$ cat src/rtl/clock_pkg.sv
// Shared mode encodings, field widths, ring FSM state and wrap-around helpers.
// No logic of its own.
package clock_pkg;

    localparam logic [1:0] MODE_RUN       = 2'd0;
    localparam logic [1:0] MODE_SET_CLOCK = 2'd1;
    localparam logic [1:0] MODE_SET_ALARM = 2'd2;
    localparam logic [1:0] MODE_RUN_ALT   = 2'd3;

    localparam int HR_W  = 5;
    localparam int MIN_W = 6;
    localparam int SEC_W = 6;

    typedef enum logic [1:0] {
        IDLE    = 2'd0,
        RINGING = 2'd1,
        SNOOZED = 2'd2
    } ring_state_t;

    function automatic logic [MIN_W-1:0] inc_mod60(input logic [MIN_W-1:0] v);
        return (v == MIN_W'(59)) ? '0 : v + 1'b1;
    endfunction

    function automatic logic [HR_W-1:0] inc_mod24(input logic [HR_W-1:0] v);
        return (v == HR_W'(23)) ? '0 : v + 1'b1;
    endfunction

endpackage

$ cat src/rtl/edge_pulse.sv
// Rising-edge detector; pulse is combinational from din and the one-cycle history.
// Latency 0, no backpressure; history resets to 1 so a level held through reset never fires.
module edge_pulse (
    input  logic clk,
    input  logic reset,
    input  logic din,
    output logic pulse
);

    logic prev;

    always_ff @(posedge clk) begin
        if (reset) prev <= 1'b1;
        else       prev <= din;
    end

    assign pulse = din & ~prev;

endmodule

$ cat src/rtl/alarm_clock_core.sv
// 24 h hh:mm:ss timekeeper with N alarm slots, snooze and ring timeout.
// Edits and state changes land on the sampling posedge, visible next cycle; no backpressure.
module alarm_clock_core
    import clock_pkg::*;
#(
    parameter int  TICKS_PER_SEC    = 100,
    parameter int  N_ALARMS         = 4,
    parameter int  SNOOZE_MIN       = 9,
    parameter int  RING_TIMEOUT_MIN = 5,
    localparam int AW               = (N_ALARMS > 1) ? $clog2(N_ALARMS) : 1
) (
    input  logic                clk,
    input  logic                reset,
    input  logic [1:0]          mode,
    input  logic [AW-1:0]       alarm_sel,
    input  logic [N_ALARMS-1:0] alarm_en,
    input  logic                inc_min,
    input  logic                inc_hr,
    input  logic                stop,
    input  logic                snooze,
    output logic [HR_W-1:0]     disp_hr,
    output logic [MIN_W-1:0]    disp_min,
    output logic [SEC_W-1:0]    disp_sec,
    output logic                ringing,
    output logic                snoozed,
    output logic [AW-1:0]       ring_id
);

    localparam int          SUB_W     = $clog2(TICKS_PER_SEC);
    localparam logic [5:0]  RING_LOAD = 6'(RING_TIMEOUT_MIN);
    localparam logic [5:0]  SNZ_LOAD  = 6'(SNOOZE_MIN);

    logic inc_min_p, inc_hr_p, stop_p, snooze_p;

    edge_pulse u_ep_min (.clk(clk), .reset(reset), .din(inc_min), .pulse(inc_min_p));
    edge_pulse u_ep_hr  (.clk(clk), .reset(reset), .din(inc_hr),  .pulse(inc_hr_p));
    edge_pulse u_ep_stp (.clk(clk), .reset(reset), .din(stop),    .pulse(stop_p));
    edge_pulse u_ep_snz (.clk(clk), .reset(reset), .din(snooze),  .pulse(snooze_p));

    logic              run_mode, sel_ok, edit_en;
    logic [SUB_W-1:0]  sub, sub_n;
    logic [SEC_W-1:0]  sec, sec_n;
    logic [MIN_W-1:0]  min, min_n;
    logic [HR_W-1:0]   hr, hr_n;
    logic              min_roll;

    assign run_mode = (mode == MODE_RUN) || (mode == MODE_RUN_ALT);
    assign sel_ok   = int'(alarm_sel) < N_ALARMS;
    assign edit_en  = (mode == MODE_SET_ALARM) && sel_ok;

    // Cascaded counters; SET_CLOCK freezes sub/sec at 0 and edits without carry.
    always_comb begin
        sub_n    = sub;
        sec_n    = sec;
        min_n    = min;
        hr_n     = hr;
        min_roll = 1'b0;
        if (mode == MODE_SET_CLOCK) begin
            sub_n = '0;
            sec_n = '0;
            if (inc_min_p) min_n = inc_mod60(min);
            if (inc_hr_p)  hr_n  = inc_mod24(hr);
        end else if (sub == SUB_W'(TICKS_PER_SEC - 1)) begin
            sub_n = '0;
            if (sec == SEC_W'(59)) begin
                sec_n    = '0;
                min_n    = inc_mod60(min);
                min_roll = run_mode;
                if (min == MIN_W'(59)) hr_n = inc_mod24(hr);
            end else begin
                sec_n = sec + 1'b1;
            end
        end else begin
            sub_n = sub + 1'b1;
        end
    end

    always_ff @(posedge clk) begin
        if (reset) begin
            sub <= '0;
            sec <= '0;
            min <= '0;
            hr  <= '0;
        end else begin
            sub <= sub_n;
            sec <= sec_n;
            min <= min_n;
            hr  <= hr_n;
        end
    end

    logic [HR_W-1:0]  alm_hr  [N_ALARMS];
    logic [MIN_W-1:0] alm_min [N_ALARMS];
    logic [HR_W-1:0]  sel_hr_n;
    logic [MIN_W-1:0] sel_min_n;

    always_ff @(posedge clk) begin
        if (reset) begin
            for (int i = 0; i < N_ALARMS; i++) begin
                alm_hr[i]  <= '0;
                alm_min[i] <= '0;
            end
        end else if (edit_en) begin
            if (inc_min_p) alm_min[alarm_sel] <= inc_mod60(alm_min[alarm_sel]);
            if (inc_hr_p)  alm_hr[alarm_sel]  <= inc_mod24(alm_hr[alarm_sel]);
        end
    end

    always_comb begin
        sel_hr_n  = '0;
        sel_min_n = '0;
        if (sel_ok) begin
            sel_hr_n  = alm_hr[alarm_sel];
            sel_min_n = alm_min[alarm_sel];
            if (edit_en && inc_hr_p)  sel_hr_n  = inc_mod24(sel_hr_n);
            if (edit_en && inc_min_p) sel_min_n = inc_mod60(sel_min_n);
        end
    end

    always_ff @(posedge clk) begin
        if (reset) begin
            disp_hr  <= '0;
            disp_min <= '0;
            disp_sec <= '0;
        end else if (mode == MODE_SET_ALARM) begin
            disp_hr  <= sel_hr_n;
            disp_min <= sel_min_n;
            disp_sec <= '0;
        end else begin
            disp_hr  <= hr_n;
            disp_min <= min_n;
            disp_sec <= sec_n;
        end
    end

    // Descending scan so the lowest matching slot is the one left standing.
    logic          match_vld;
    logic [AW-1:0] match_idx;

    always_comb begin
        match_vld = 1'b0;
        match_idx = '0;
        for (int i = N_ALARMS - 1; i >= 0; i--) begin
            if (min_roll && alarm_en[i] && alm_hr[i] == hr_n && alm_min[i] == min_n) begin
                match_vld = 1'b1;
                match_idx = AW'(i);
            end
        end
    end

    ring_state_t   state, state_n;
    logic [5:0]    ring_cnt, ring_cnt_n, snz_cnt, snz_cnt_n;
    logic [AW-1:0] ring_id_n;
    logic          en_lost;

    assign en_lost = !alarm_en[ring_id];

    always_comb begin
        state_n    = state;
        ring_cnt_n = ring_cnt;
        snz_cnt_n  = snz_cnt;
        ring_id_n  = ring_id;
        unique case (state)
            IDLE: begin
                if (match_vld) begin
                    state_n    = RINGING;
                    ring_cnt_n = RING_LOAD;
                    ring_id_n  = match_idx;
                end
            end
            RINGING: begin
                if (en_lost || stop_p) begin
                    state_n = IDLE;
                end else if (snooze_p) begin
                    state_n   = SNOOZED;
                    snz_cnt_n = SNZ_LOAD;
                end else if (min_roll) begin
                    ring_cnt_n = ring_cnt - 1'b1;
                    if (ring_cnt == 6'd1) state_n = IDLE;
                end
            end
            SNOOZED: begin
                if (en_lost || stop_p) begin
                    state_n = IDLE;
                end else if (min_roll) begin
                    if (snz_cnt == 6'd1) begin
                        state_n    = RINGING;
                        ring_cnt_n = RING_LOAD;
                    end else begin
                        snz_cnt_n = snz_cnt - 1'b1;
                    end
                end
            end
            default: state_n = IDLE;
        endcase
    end

    always_ff @(posedge clk) begin
        if (reset) begin
            state    <= IDLE;
            ring_cnt <= '0;
            snz_cnt  <= '0;
            ring_id  <= '0;
        end else begin
            state    <= state_n;
            ring_cnt <= ring_cnt_n;
            snz_cnt  <= snz_cnt_n;
            ring_id  <= ring_id_n;
        end
    end

    assign ringing = (state == RINGING);
    assign snoozed = (state == SNOOZED);

endmodule

$ cat config.mk
export PLATFORM = sky130hd
export DESIGN_NAME = alarm_clock_core
export DESIGN_NICKNAME = d
export VERILOG_FILES = /design/src/rtl/clock_pkg.sv /design/src/rtl/edge_pulse.sv /design/src/rtl/alarm_clock_core.sv
export SDC_FILE = /design/constraint.sdc
export NUM_CORES = 1
export LEC_CHECK = 0
export ABC_AREA = 1
export CELL_PAD_IN_SITES_DETAIL_PLACEMENT = 1
export CELL_PAD_IN_SITES_GLOBAL_PLACEMENT = 2
export CORE_AREA = 8 8 158 190
export DETAILED_ROUTE_END_ITERATION = 12
export DIE_AREA = 0 0 166 198
export GPL_ROUTABILITY_DRIVEN = 0
export PLACE_DENSITY_LB_ADDON = 0.1
export RECOVER_POWER = 100
export SLEW_MARGIN = 0
export SYNTH_ARGS = -nofsm -noshare
export SYNTH_HDL_FRONTEND = slang
export SYNTH_HIERARCHICAL = 1
export SYNTH_SLANG_ARGS = --single-unit
export TNS_END_PERCENT = 30
$ cat constraint.sdc
create_clock -name clk -period 3.99 [get_ports clk]
set_clock_uncertainty 0.15 [all_clocks]
set_input_delay 0.5985 -clock clk [delete_from_list [all_inputs] [get_ports clk]]
set_output_delay 0.5985 -clock clk [all_outputs]
set_load 0.005 [all_outputs]
# After elaboration in Yosys (flattened, before gate mapping)
# Memory sizes are Yosys's and may differ from the RTL's.
# Cells that the tools add are included.
# op_classes
add_sub_neg	8
magnitude_cmp	1
eq_ne	34
n_mux	72
bitwise	8
reduce_logical	29
# op_table
cell	n
$mux W6	24
$mux W5	10
$mux W2	14
$eq A6 B6 Y1	4
$eq A5 B5 Y1	4
$mux W1	20
$add A6 B1 Y6 const B	3
$eq A6 B6 Y1 const B	3
$pmux W6 S3	1
$logic_and A1 B1 Y1	14
$eq A6 B1 Y1 const B	2
$pmux W6 S2	1
$sub A6 B1 Y6 const B	2
$add A5 B1 Y5 const B	2
$eq A5 B5 Y1 const B	2
$ne A2 B2 Y1 const B	5
$ne A2 B1 Y1 const B	4
$ne A4 B1 Y1 const B	2
$reduce_and A8 Y1	1
$add A7 B1 Y7 const B	1
$eq A7 B7 Y1 const B	1
$eq A2 B2 Y1 const B	3
$ne A3 B1 Y1 const B	2
$pmux W2 S3	1
other kinds (17)	26
# word_totals
register_bits	61
ram_bits	44
inputBits	14
out_inout_bits	21
word_cells	169
memories	2
# mem_list
name	depth	word_bits	read_ports	rd_ports_with_merged_regs	write_ports	line_no	source
alm_min	4	6	5	0	4	alarm_clock_core.sv:93	logic [MIN_W-1:0] alm_min [N_ALARMS];
alm_hr	4	5	5	0	4	alarm_clock_core.sv:92	logic [HR_W-1:0] alm_hr [N_ALARMS];

# Depth between registers and ports, before layout
# logic_depth
word_depth	15
mapped_depth	23
depth_no_buf	23

# Modules after synthesis
# Netlist, hierarchy kept.
# modules_own_cells
module	instances	cells_each	area_per_inst_um2	seq_area_each_um2
alarm_clock_core	1	925	6463.7	2462.4
edge_pulse	4	5	37.5	20.0

# Worst setup path after synthesis
# No wires, ideal clock.
# synth_path
kind	input port to flip-flop
start	input alarm_sel[0]
end	memory alm_min[2][2], data pin
setup_ns	0.266
t_arrival_ns	2.542
required_ns	3.574
setup_slack_ns	1.032
cell_stages	15
n_path_buf	2
path_cell_list	clkbuf_1 > nor2_1 > inv_1 > buf_2 > o22ai_1 > a221o_1 > inv_1 > ha_1 > inv_1 > nor4_1 > nand2_1 > o21ai_0 > nor2_1 > inv_1 > nor2_1
# synth_lines
element	line_no	source
start: declaration	alarm_clock_core.sv:15	input logic [AW-1:0] alarm_sel,
end: declaration	alarm_clock_core.sv:93	

# Worst setup path after layout
# layout_path
start	input mode[0]
end	register ring_cnt[4]
# layout_between
elab_chain_len	14
word_cells_on_any_way	37
classes_between	13 x eq/ne; 9 x mux; 15 x reduce/logical
# layout_rtl
element	line_no	source
start: declaration	alarm_clock_core.sv:14	input logic [1:0] mode,
$eq A2 B2 Y1 / $logic_not A2 Y1 (equally long branches)	alarm_clock_core.sv:47	assign run_mode = (mode == MODE_RUN) || (mode == MODE_RUN_ALT);
$logic_or A1 B1 Y1	alarm_clock_core.sv:47	
$mux W1	alarm_clock_core.sv:65	if (sec == SEC_W'(59)) begin
$mux W1	alarm_clock_core.sv:63	end else if (sub == SUB_W'(TICKS_PER_SEC - 1)) begin
$mux W1	alarm_clock_core.sv:58	if (mode == MODE_SET_CLOCK) begin
$logic_and A1 B1 Y1 (3 in a row)	alarm_clock_core.sv:144	if (min_roll && alarm_en[i] && alm_hr[i] == hr_n && alm_min[i] == min_n) begin
$mux W1 (4 in a row)	alarm_clock_core.sv:144	
$ne A2 B2 Y1 (no line)	-	
$reduce_and A8 Y1 (no line) *	-	
end signal: assignment	alarm_clock_core.sv:206	ring_cnt <= ring_cnt_n;
end: declaration	alarm_clock_core.sv:152	logic [5:0] ring_cnt, ring_cnt_n, snz_cnt, snz_cnt_n;
# Every way passes the cells marked *; elsewhere a longest branch is shown, timed or not.
# A chain may end at the register's enable or synchronous reset.

==> impl_metrics.ini <==
[detailed_routing]
drtAntennaViolNets = 0
via_per_inst = 4.604
drt_iter0_markers = 266
first_pass_iters = 4
wirelength_mm = 24.56
drc = 0
via_count = 6202
wl_per_cell_um = 18.23

[cells_and_area]
multi_input_area_mm2 = 0.003386
fin_area_mm2 = 0.007812
regArea_mm2 = 0.002542
utilization_pct = 29.11
final_layout_size_suffix_gt1_share_pct = 9.930
fillers = 3333
area_growth_pct = 18.12
num_antenna_cells = 0
num-nets-final = 1028

[floorplan]
die_area_mm2 = 0.03287
ioPinCount = 35
row_count = 66
initial_utilization_pct = 24.64
core_mm2 = 0.02684
die_w_um = 166
chipHeight_um = 198

[yosys]
synth_edf_count = 44
yosysTopAreaCell = edfxtp_1
synthArstFlopShare_pct = 0
synth_cells = 945
yosys-top-cells-count = nand2_1 (219), nor2_1 (149), inv_1 (145)
ys_types = 46
synth.avg_cell_area_um2 = 6.999
synth_nets = 971
yosysMostFrequentCell = nand2_1
ys_warn_count = 6
synth-seq-area-share_pct = 38.44
synth_top_area_share_pct = 19.98
synth_area_leaders = edfxtp_1 (20%), dfxtp_1 (18%), nand2_1 (12%)
synth_ff_type = dfxtp_1
ys_ff_latch = 105
synth.cell_area_mm2 = 0.006614

[clock_tree]
ctsResizeCount = 0
cts_made_buffers = 9
ctsLongestPathBuffers = 2
clk_pin_slew_ns = 0.07
cts_setup_buffers = 0
clock_sinks = 105
cts-root-buf = clkbuf_16
ctsHtreeMaxLevel = 3
clock_latency_ns = 0.37
ctsHoldBuffers = 0
cts_tree = yes

[sta]
final_hold_viol_count = 0
relSlewSlack_pct = 1.942
fin_crit_sh_pct = 89.61
slew_viol_final = 0
final.setup.tns_ns = 0
rsz0062_at_grt = no
worst_pin_slew_ns = 1.471
period_needed_ns = 3.576
timing.final.setup_violations = 0
final.setup.worst_slack_ns = 0.4144
fmaxAchievable_mhz = 279.7
whs_ns = 0.3070

[placed_design]
dpl_cell_area_mm2 = 0.007513
io_buffers = 34
post-place-ws_ns = 0.08804
hpwl_mm = 20.56

[power]
ir_worst_vdd_v = 0.0002205
power_density_mw_per_mm2 = 382.2
power.leakage_nw = 3.515

[grt]
antenna_found_initial = 0
grt_pass1_vias = 6665
grt_max_degree = 27
overflow = 0
grt_usage_pct = 15.46
grt_pass1_wl_mm = 38.60

[critical_path]
cp.required_ns = 4.11
critPathKind = in2reg
worstPathMaxFanout = 7
startpoint_type = primary input
crit_path_end_kind = register
critPathArrivalTime_ns = 3.69
r2r_start = sec[0]
cp-startpoint = mode[0]

[job]
cap_violations = 0

[hold_path]
hold_start = sub[0]
hold_path.class = reg2reg

[outcome]
status = finished clean
==> flip-flops by register name, indices dropped and copies added (netlist names) <==
name / flops
disp_sec: 6
ring_id: 2
u_ep_stp/prev: 1
state: 2
hr: 5
min: 6
sec: 6
alm_min: 24
u_ep_snz/prev: 1
disp_hr: 5
disp_min: 6
u_ep_min/prev: 1
ring_cnt: 6
alm_hr: 20
sub: 7
snz_cnt: 6
u_ep_hr/prev: 1
==> per-stage QoR <==
step,power [W],std cells
after CTS,0.003054,1347
final,0.002986,1347
after global routing,0.003176,1347
after global placement,0.001996,1331
after floorplan,0.001734,945
after detailed placement,0.001994,1331
==> layout make-up <==
type,count,share of cell area (%)
Clock buffer,12,3.844
Clock inverter,4,0.6566
Inverter,162,7.783
Multi-Input combinational cell,664,43.34
Sequential cell,105,32.54
Tap cell,340,5.445
Timing Repair Buffer,60,6.390
==> path summary, 6_finish.rpt <==
kind / end / slack [ns] / cells past startpoint
worst min register to register: sub[0] / 0.31 / 1
worst min-delay path: sub[0] / 0.31 / 1
worst max register to register: ring_cnt[4] / 0.68 / 18
worst max-delay path: ring_cnt[4] / 0.41 / 18
==> report_power, final <==
part	switching (W)	internal, W	total, W	leakage, nW
Clock	0.000445	0.000603	0.00105	0.171
Combinational	0.000462	0.000227	0.000689	2.39
Sequential	0.0000628	0.00119	0.00125	0.951
==> kinds of logic (layout without fill, tap and decap cells) <==
logic type      after synthesis  count (layout)  synth area share, %
buf+inv                     176             238                10.05
flops                       105             105                38.44
fa+ha+maj                    12              12                2.270
simple gates                553             553                39.41
compound gates               91              91                8.778
xor+xnor                      8               8                1.059
==> placed cells by master (no fill, tap or decap), types with 3 or more instances in the layout <==
master           synthesis  final
dfxtp_1                 61     61
a31oi_1                  4      4
xor2_1                   7      7
nand3_1                 86     86
nor2_2                   7      6
edfxtp_1                44     44
nand3_2                 10     10
o211ai_1                11     11
o31ai_1                  3      3
a221oi_1                 7      7
nor3_1                   8      9
inv_1                  145    145
clkbuf_1                11      9
o22ai_1                  9      9
nor3b_1                  5      5
dlygate4sd3_1            0     25
nand2_1                219    223
nor2_1                 149    150
o21ai_1                  4      4
ha_1                    12     12
buf_4                    0     18
nor2_8                   3      3
nand3b_1                 9      9
nor2_4                   4      4
nand4_1                 17     17
inv_2                   15     15
nand2_4                  7      7
nand2_2                 16     12
clkbuf_16                0     12
a21oi_1                 19     20
o21ai_0                 21     21
clkdlybuf4s50_1          0      8
==> routing by layer <==
layer  GRT usage [%]  wire (µm)  up-vias
met5               0          0        -
met4           4.181        331        0
met3           2.331        556       15
met2           29.67      12970       48
met1           17.49      10700     2976
li1                -          -     3163
==> critical path, stage by stage <==
cell           delay [ns]
dlygate4sd3_1        0.57
ha_1                 0.29
inv_2                0.14
nand3_4              0.13
inv_2                0.11
nand2_1              0.30
nor2_2               0.37
nand2_1              0.10
a21oi_1              0.12
nand2_1              0.06
nor2_1               0.09
nand3_1              0.14
nand3_1              0.17
nor2_4               0.06
nor2_8               0.14
nand2_2              0.08
nand2_1              0.15
nor2_1               0.07
(Power assumes the default switching activity.)
